[src/rtl/test_cam_pkg.sv]
// Shared constants and helpers for the OV7670-to-VGA bridge.
// Holds the VGA 640x480@60 timing, the 320x240 capture geometry and the RGB565-to-RGB332 packing.
package test_cam_pkg;

  localparam int CAM_W    = 320;
  localparam int CAM_H    = 240;
  localparam int FB_AW    = 17;
  localparam int XCLK_DIV = 4;

  localparam int H_VIS  = 640;
  localparam int H_FP   = 16;
  localparam int H_SYNC = 96;
  localparam int H_BP   = 48;
  localparam int V_VIS  = 480;
  localparam int V_FP   = 10;
  localparam int V_SYNC = 2;
  localparam int V_BP   = 33;

  typedef enum logic {
    WAIT_FRAME = 1'b0,
    CAPTURE    = 1'b1
  } cap_state_t;

  // byte1 = R[4:0],G[5:3]; byte2 = G[2:0],B[4:0]; keep the top bits of each channel.
  function automatic logic [7:0] pack_rgb332(input logic [7:0] byte1, input logic [7:0] byte2);
    return {byte1[7:5], byte1[2:0], byte2[4:3]};
  endfunction

endpackage

[src/rtl/test_cam_capture.sv]
// Camera capture: synchronizes the OV7670 bus to clk, pairs RGB565 bytes and emits RGB332 buffer writes.
// Starts on a vsync falling edge when capture is enabled; ends on vsync rising or a full buffer.
module cam_capture #(
  parameter int FB_DEPTH = test_cam_pkg::CAM_W * test_cam_pkg::CAM_H
) (
  input  logic                            clk,
  input  logic                            rst,
  input  logic                            pclk,
  input  logic                            vsync,
  input  logic                            href,
  input  logic [7:0]                      px_data,
  input  logic                            btn,
  output logic                            wr_en,
  output logic [test_cam_pkg::FB_AW-1:0]  wr_addr,
  output logic [7:0]                      wr_dat
);
  import test_cam_pkg::*;

  localparam logic [FB_AW-1:0] DEPTH_A = FB_AW'(FB_DEPTH);

  logic [1:0] pclk_sy, vsync_sy, href_sy, btn_sy;
  logic [7:0] data_sy1, data_sy2;
  logic       pclk_prev, vsync_prev;

  always_ff @(posedge clk or posedge rst) begin
    if (rst) begin
      pclk_sy    <= '0;
      vsync_sy   <= '0;
      href_sy    <= '0;
      btn_sy     <= '0;
      data_sy1   <= '0;
      data_sy2   <= '0;
      pclk_prev  <= 1'b0;
      vsync_prev <= 1'b0;
    end else begin
      pclk_sy    <= {pclk_sy[0], pclk};
      vsync_sy   <= {vsync_sy[0], vsync};
      href_sy    <= {href_sy[0], href};
      btn_sy     <= {btn_sy[0], btn};
      data_sy1   <= px_data;
      data_sy2   <= data_sy1;
      pclk_prev  <= pclk_sy[1];
      vsync_prev <= vsync_sy[1];
    end
  end

  logic pclk_rise, vsync_rise, vsync_fall;
  assign pclk_rise  = pclk_sy[1] & ~pclk_prev;
  assign vsync_rise = vsync_sy[1] & ~vsync_prev;
  assign vsync_fall = ~vsync_sy[1] & vsync_prev;

  cap_state_t       state, state_nx;
  logic [FB_AW-1:0] addr, addr_nx, wr_addr_nx;
  logic             phase, phase_nx, wr_en_nx;
  logic [7:0]       byte1, byte1_nx, wr_dat_nx;

  always_ff @(posedge clk or posedge rst) begin
    if (rst) begin
      state   <= WAIT_FRAME;
      addr    <= '0;
      phase   <= 1'b0;
      byte1   <= '0;
      wr_en   <= 1'b0;
      wr_addr <= '0;
      wr_dat  <= '0;
    end else begin
      state   <= state_nx;
      addr    <= addr_nx;
      phase   <= phase_nx;
      byte1   <= byte1_nx;
      wr_en   <= wr_en_nx;
      wr_addr <= wr_addr_nx;
      wr_dat  <= wr_dat_nx;
    end
  end

  always_comb begin
    state_nx   = state;
    addr_nx    = addr;
    phase_nx   = phase;
    byte1_nx   = byte1;
    wr_en_nx   = 1'b0;
    wr_addr_nx = wr_addr;
    wr_dat_nx  = wr_dat;
    case (state)
      WAIT_FRAME: begin
        if (vsync_fall && btn_sy[1]) begin
          state_nx = CAPTURE;
          addr_nx  = '0;
          phase_nx = 1'b0;
        end
      end
      CAPTURE: begin
        // A full buffer ends the frame so the address can never wrap onto pixel 0.
        if (vsync_rise || addr == DEPTH_A) begin
          state_nx = WAIT_FRAME;
        end else if (!href_sy[1]) begin
          phase_nx = 1'b0;
        end else if (pclk_rise) begin
          if (!phase) begin
            byte1_nx = data_sy2;
            phase_nx = 1'b1;
          end else begin
            wr_en_nx   = 1'b1;
            wr_addr_nx = addr;
            wr_dat_nx  = pack_rgb332(byte1, data_sy2);
            addr_nx    = addr + FB_AW'(1);
            phase_nx   = 1'b0;
          end
        end
      end
      default: state_nx = WAIT_FRAME;
    endcase
  end

endmodule

[config.mk]
export PLATFORM = sky130hd
export DESIGN_NAME = cam_capture
export DESIGN_NICKNAME = d
export VERILOG_FILES = /design/src/rtl/test_cam_pkg.sv /design/src/rtl/test_cam_capture.sv
export SDC_FILE = /design/constraint.sdc
export NUM_CORES = 1
export LEC_CHECK = 0
export ABC_AREA = 1
export ABC_CLOCK_PERIOD_IN_PS = 4400
export BUFFER_PORTS_ARGS = -buffer_cell sky130_fd_sc_hd__buf_2
export CELL_PAD_IN_SITES_DETAIL_PLACEMENT = 1
export CELL_PAD_IN_SITES_GLOBAL_PLACEMENT = 2
export CORE_MARGIN = 5
export CORE_UTILIZATION = 25
export CTS_CLUSTER_SIZE = 30
export DETAILED_ROUTE_END_ITERATION = 10
export PLACE_DENSITY_LB_ADDON = 0.25
export SYNTH_ARGS = -nofsm -noshare
export SYNTH_HDL_FRONTEND = slang
export SYNTH_SLANG_ARGS = --single-unit
[constraint.sdc]
create_clock -name clk -period 4.4 [get_ports clk]
set_input_delay 0.44 -clock clk [delete_from_list [all_inputs] [get_ports clk]]
set_output_delay 0.44 -clock clk [all_outputs]
set_load 0.02 [all_outputs]
-- Yosys cells after proc, flatten, opt, wreduce, memory -nomap -nowiden
Cells that the tools add are included.
- bits in registers: 79
- logic and storage cells: 58
- bitwise operators: 9
- multiplexer cells: 20
- reduce and logical (&&, ||, !) cells: 6
- equality and inequality tests: 7
- add/sub/neg operators: 1
- operators by type and width (operator ; number):
    $mux 17 ; 5
    $pmux 17 s2 ; 1
    $add 17x1->17 const B ; 1
    $eq 17x17->1 const B ; 1
    $reduce_and 5->1 ; 3
    $mux 1 ; 12
    $ne 2x2->1 const B ; 4
    $not 1->1 ; 6
    $pmux 1 s2 ; 2
    $and 1x1->1 ; 3
    $ne 3x3->1 const B ; 1
    $reduce_and 3->1 ; 1
    $ne 2x1->1 const B ; 1
    $logic_and 1x1->1 ; 1
    $logic_or 1x1->1 ; 1

-- Longest topological paths before layout
- depth after elaboration: 6
- gate-level depth with buffers: 13

-- Worst setup path after synthesis
Ideal clock, no wire load.
- path type: reg2reg
- start point: register addr[0]
- end point: register wr_addr[10] (netlist bit)
- data arrival time: 1380 ps
- cell stages (with the launch flop): 14
- required time: 4283 ps
- setup time: 117 ps
- slack: 2903 ps
- cells stage by stage: dfrtp_1 inv_1 ha_1 nand2_1 inv_1 nand2_1 nor2_1 nand2_2 nand3_4 nor2_8 inv_4 buf_6 nand2_1 nand2_1
- longest elaborated chain between the ends: 4
- RTL lines (item ; line ; source):
    from (decl) ; test_cam_capture.sv:53 ; logic [FB_AW-1:0] addr, addr_nx, wr_addr_nx;
    from (signal assigned) ; test_cam_capture.sv:68 ; addr <= addr_nx;
    $eq 17x17->1 ; test_cam_capture.sv:95 ; if (vsync_rise || addr == DEPTH_A) begin
    $logic_or 1x1->1 ; test_cam_capture.sv:95 ;
    $not 1->1 (no source line) ; -- ;
    $reduce_and 5->1 (no source line) ; -- ;
    to (signal assigned) ; test_cam_capture.sv:72 ; wr_addr <= wr_addr_nx;
    to (decl) ; test_cam_capture.sv:14 ; output logic [test_cam_pkg::FB_AW-1:0] wr_addr,
Every way passes these cells.
A chain may end at the register's enable or synchronous reset.

-- Worst setup path after layout
- start point: register addr[0]
- end point: register wr_addr[4] (netlist bit)
The elaborated chain is that of the path after synthesis.

==> metrics <==
status completed; initial drt markers 71; I/O pin total 40; switching share of power 23.38%; Worst-Margin Slew 610.9 ps; CTS Buf Count 9; Slowest cell on crit path nor2_8; pre-CTS setup slack roughly 2200 ps; setup TNS 0 ps; PD cells 429.3 nW/um^2; fin nets 395; Post-CTS Hold Fix Bufs 0; HP Class in2async; number of remaining DRC errors 0; Final period util 48.19%; WP buf/inv 3; Top cell by count, worst path nand2_1; crit-path cells inv_1 -> ha_1 -> nand2_1 -> inv_1 -> nand2_1 -> nor2_1 -> nand2_2 -> nand3_4 -> nor2_8 -> inv_4 -> nand2_1 -> nand2_1; Worst R2R Start addr[0]; Overflow after GRT 0; H-tree levels 3; Combinational Power Share 5.3%; Clk pwr share 46.9%; # clock sinks 77; via count 2191; Initial Util between 20% and 30%; final hold vios 0; Critical R2R Capture wr_addr[4]; synthesis-to-layout area growth 20.76%; number of global-route vias before repair roughly 2200; Ys Warns 0; startpoint types flip-flop; CTS tree built; Syn Std Cell Area 3110 um^2; initial antenna violation count 0; crit-path max cell delay 500 ps; clock latency on the worst-skew pair 340 ps; Net Switching 376.9 uW; Max IR drop VDD between 0.3 and 0.4 mV; commonest non-fill, non-tap cell in the layout nand2_1; Final Setup Violations 0; vias per cell 3.969; filler cell count in the final layout roughly 1400; first-pass GRT wire length 11120 um; Yosys reg bits 77; largest buffer count on any clock path 2; placer congestion estimate about 0.74; Die Footprint roughly 15000 um^2; commonest cells after routing, fill and taps aside 172 x nand2_1, 77 x dfrtp_1, 39 x buf_2; Max-cap violations 0; DRT Pass-1 Iters 4; CTS resizes 0; CP Class reg2reg; register area share after synthesis 61.95%; Site Rows 40; total track usage 9.668%; largest net degree at the start of global routing 50; syn_area_per_cell slightly above 9 um^2; crit path DAT 2340 ps; Seq pwr share 47.8%; drt wl/cell 11.83 um; ANT cells 0; core area around 12000 um^2; clk_skew 6.504 ps; placed wire-length estimate 4531 um; Max Freq 471.6 MHz; Reg clk slew, reported paths about 60 ps; Post-DRT Antenna Nets 0; crit path max fanout 44; die height 121.5 um; fin worst setup slack 2280 ps; Routed WL 6531 um; clk root buf clkbuf_16; Setup Buffers After CTS 0; Worst setup EP type flip-flop; share of layout cells above drive strength 1 17.71%; IO buf count 39; Post-Syn Instances between 300 and 400; final period demand of the worst path about 2100 ps; Syn Nets around 350; R2R cell count 12; Reg2Reg Setup Slack 2280 ps; Yosys cell types 23; CP Data Required Time 4620 ps; leak pwr 0.002061 uW; max-slew violations 0; cell family with most CP delay simple AND/OR/NAND/NOR gates; RSZ-0062 raised after global routing false; Pint around 1200 uW; Slew Limit Headroom around 59%; Die Wd roughly 120 um
==> worst max path at each step <==
stage	start	to	slack [ps]	cells past startpoint
after floorplan	rst	addr[0]	1990	1
after global placement	addr[0]	wr_addr[10]	2280	12
after detailed placement	addr[0]	wr_addr[4]	2220	12
after CTS	addr[0]	wr_addr[4]	2200	12
after global routing	addr[0]	wr_addr[4]	2020	12
final	addr[0]	wr_addr[4]	2280	12
==> synthesized netlist by cell type (all sizes together) <==
cell type    n  share of area (%)
dfrtp       77                 62
xnor2        2               0.56
or2          1               0.20
ha           2               0.80
nand3b       1               0.24
xor2        11                3.1
nor3b        1               0.24
and3         1               0.20
nand4        2               0.40
inv         18                2.3
nor2        27                3.9
buf         10                2.5
nand2      176                 22
nand3        9                1.9
==> registers in the layout (all words and copies together), names as in the netlist <==
register    cells
vsync_prev      1
href_sy         2
wr_dat          8
wr_en           1
vsync_sy        2
byte1           6
phase           1
wr_addr        17
pclk_sy         2
pclk_prev       1
data_sy1        8
data_sy2        8
state           1
addr           17
btn_sy          2
==> final cells by class <==
type                       count  area (um^2)  share of cell area [%]
inverter                      18        71.32                   1.899
clock inverter                 6        68.82                   1.832
clock buffer                  10        239.0                   6.362
multi-input combinational    233         1037                   27.61
sequential                    77         1927                   51.30
tap                          168        210.2                   5.596
timing repair buffer          40        202.7                   5.396
==> power groups by stage <==
| stage | sequential (uW) | combinational, uW | clock, uW |
|---|---|---|---|
| 3_3_place_gp | 784 | 88.3 | 0 |
| 5_1_grt | 776 | 101 | 823 |
| 6_report | 771 | 86.1 | 755 |
| 3_5_place_dp | 784 | 90.8 | 0 |
| 4_1_cts | 771 | 91.0 | 793 |
| 2_1_floorplan | 788 | 55.9 | 0 |
==> per-stage QoR <==
step	std cells	power [uW]	hold WS, ps	cell area, um^2	utilization (%)
3_5_place_dp	536	875.2	336.5	3448	28.47
5_1_grt	552	1699	164.0	3756	31.01
4_1_cts	552	1655	142.6	3756	31.01
6_report	552	1612	120.3	3756	31.01
3_3_place_gp	536	872.6	332.2	3448	28.47
2_1_floorplan	338	844.1	331.2	3110	-
==> cell families (layout without fill, tap and decap cells) <==
kind of cell	count (synthesis)	after routing	share of synthesized area [%]
AND/OR/NAND/NOR	218	218	28.88
XOR/XNOR	13	13	3.661
flip-flops	77	77	61.95
buffers and inverters	28	74	4.706
adder cells (fa/ha/maj)	2	2	0.8044
==> metal layers <==
metal,share of wire [%],GRT usage (%),vias up,routed length [um]
li1,-,-,1100,-
met1,46,12.15,1040,2995
met2,48,15.54,40,3110
met3,4.8,3.157,11,315
met4,1.7,3.571,0,111
met5,0,0,-,0
No activity file was read; power rests on OpenSTA's default activity.
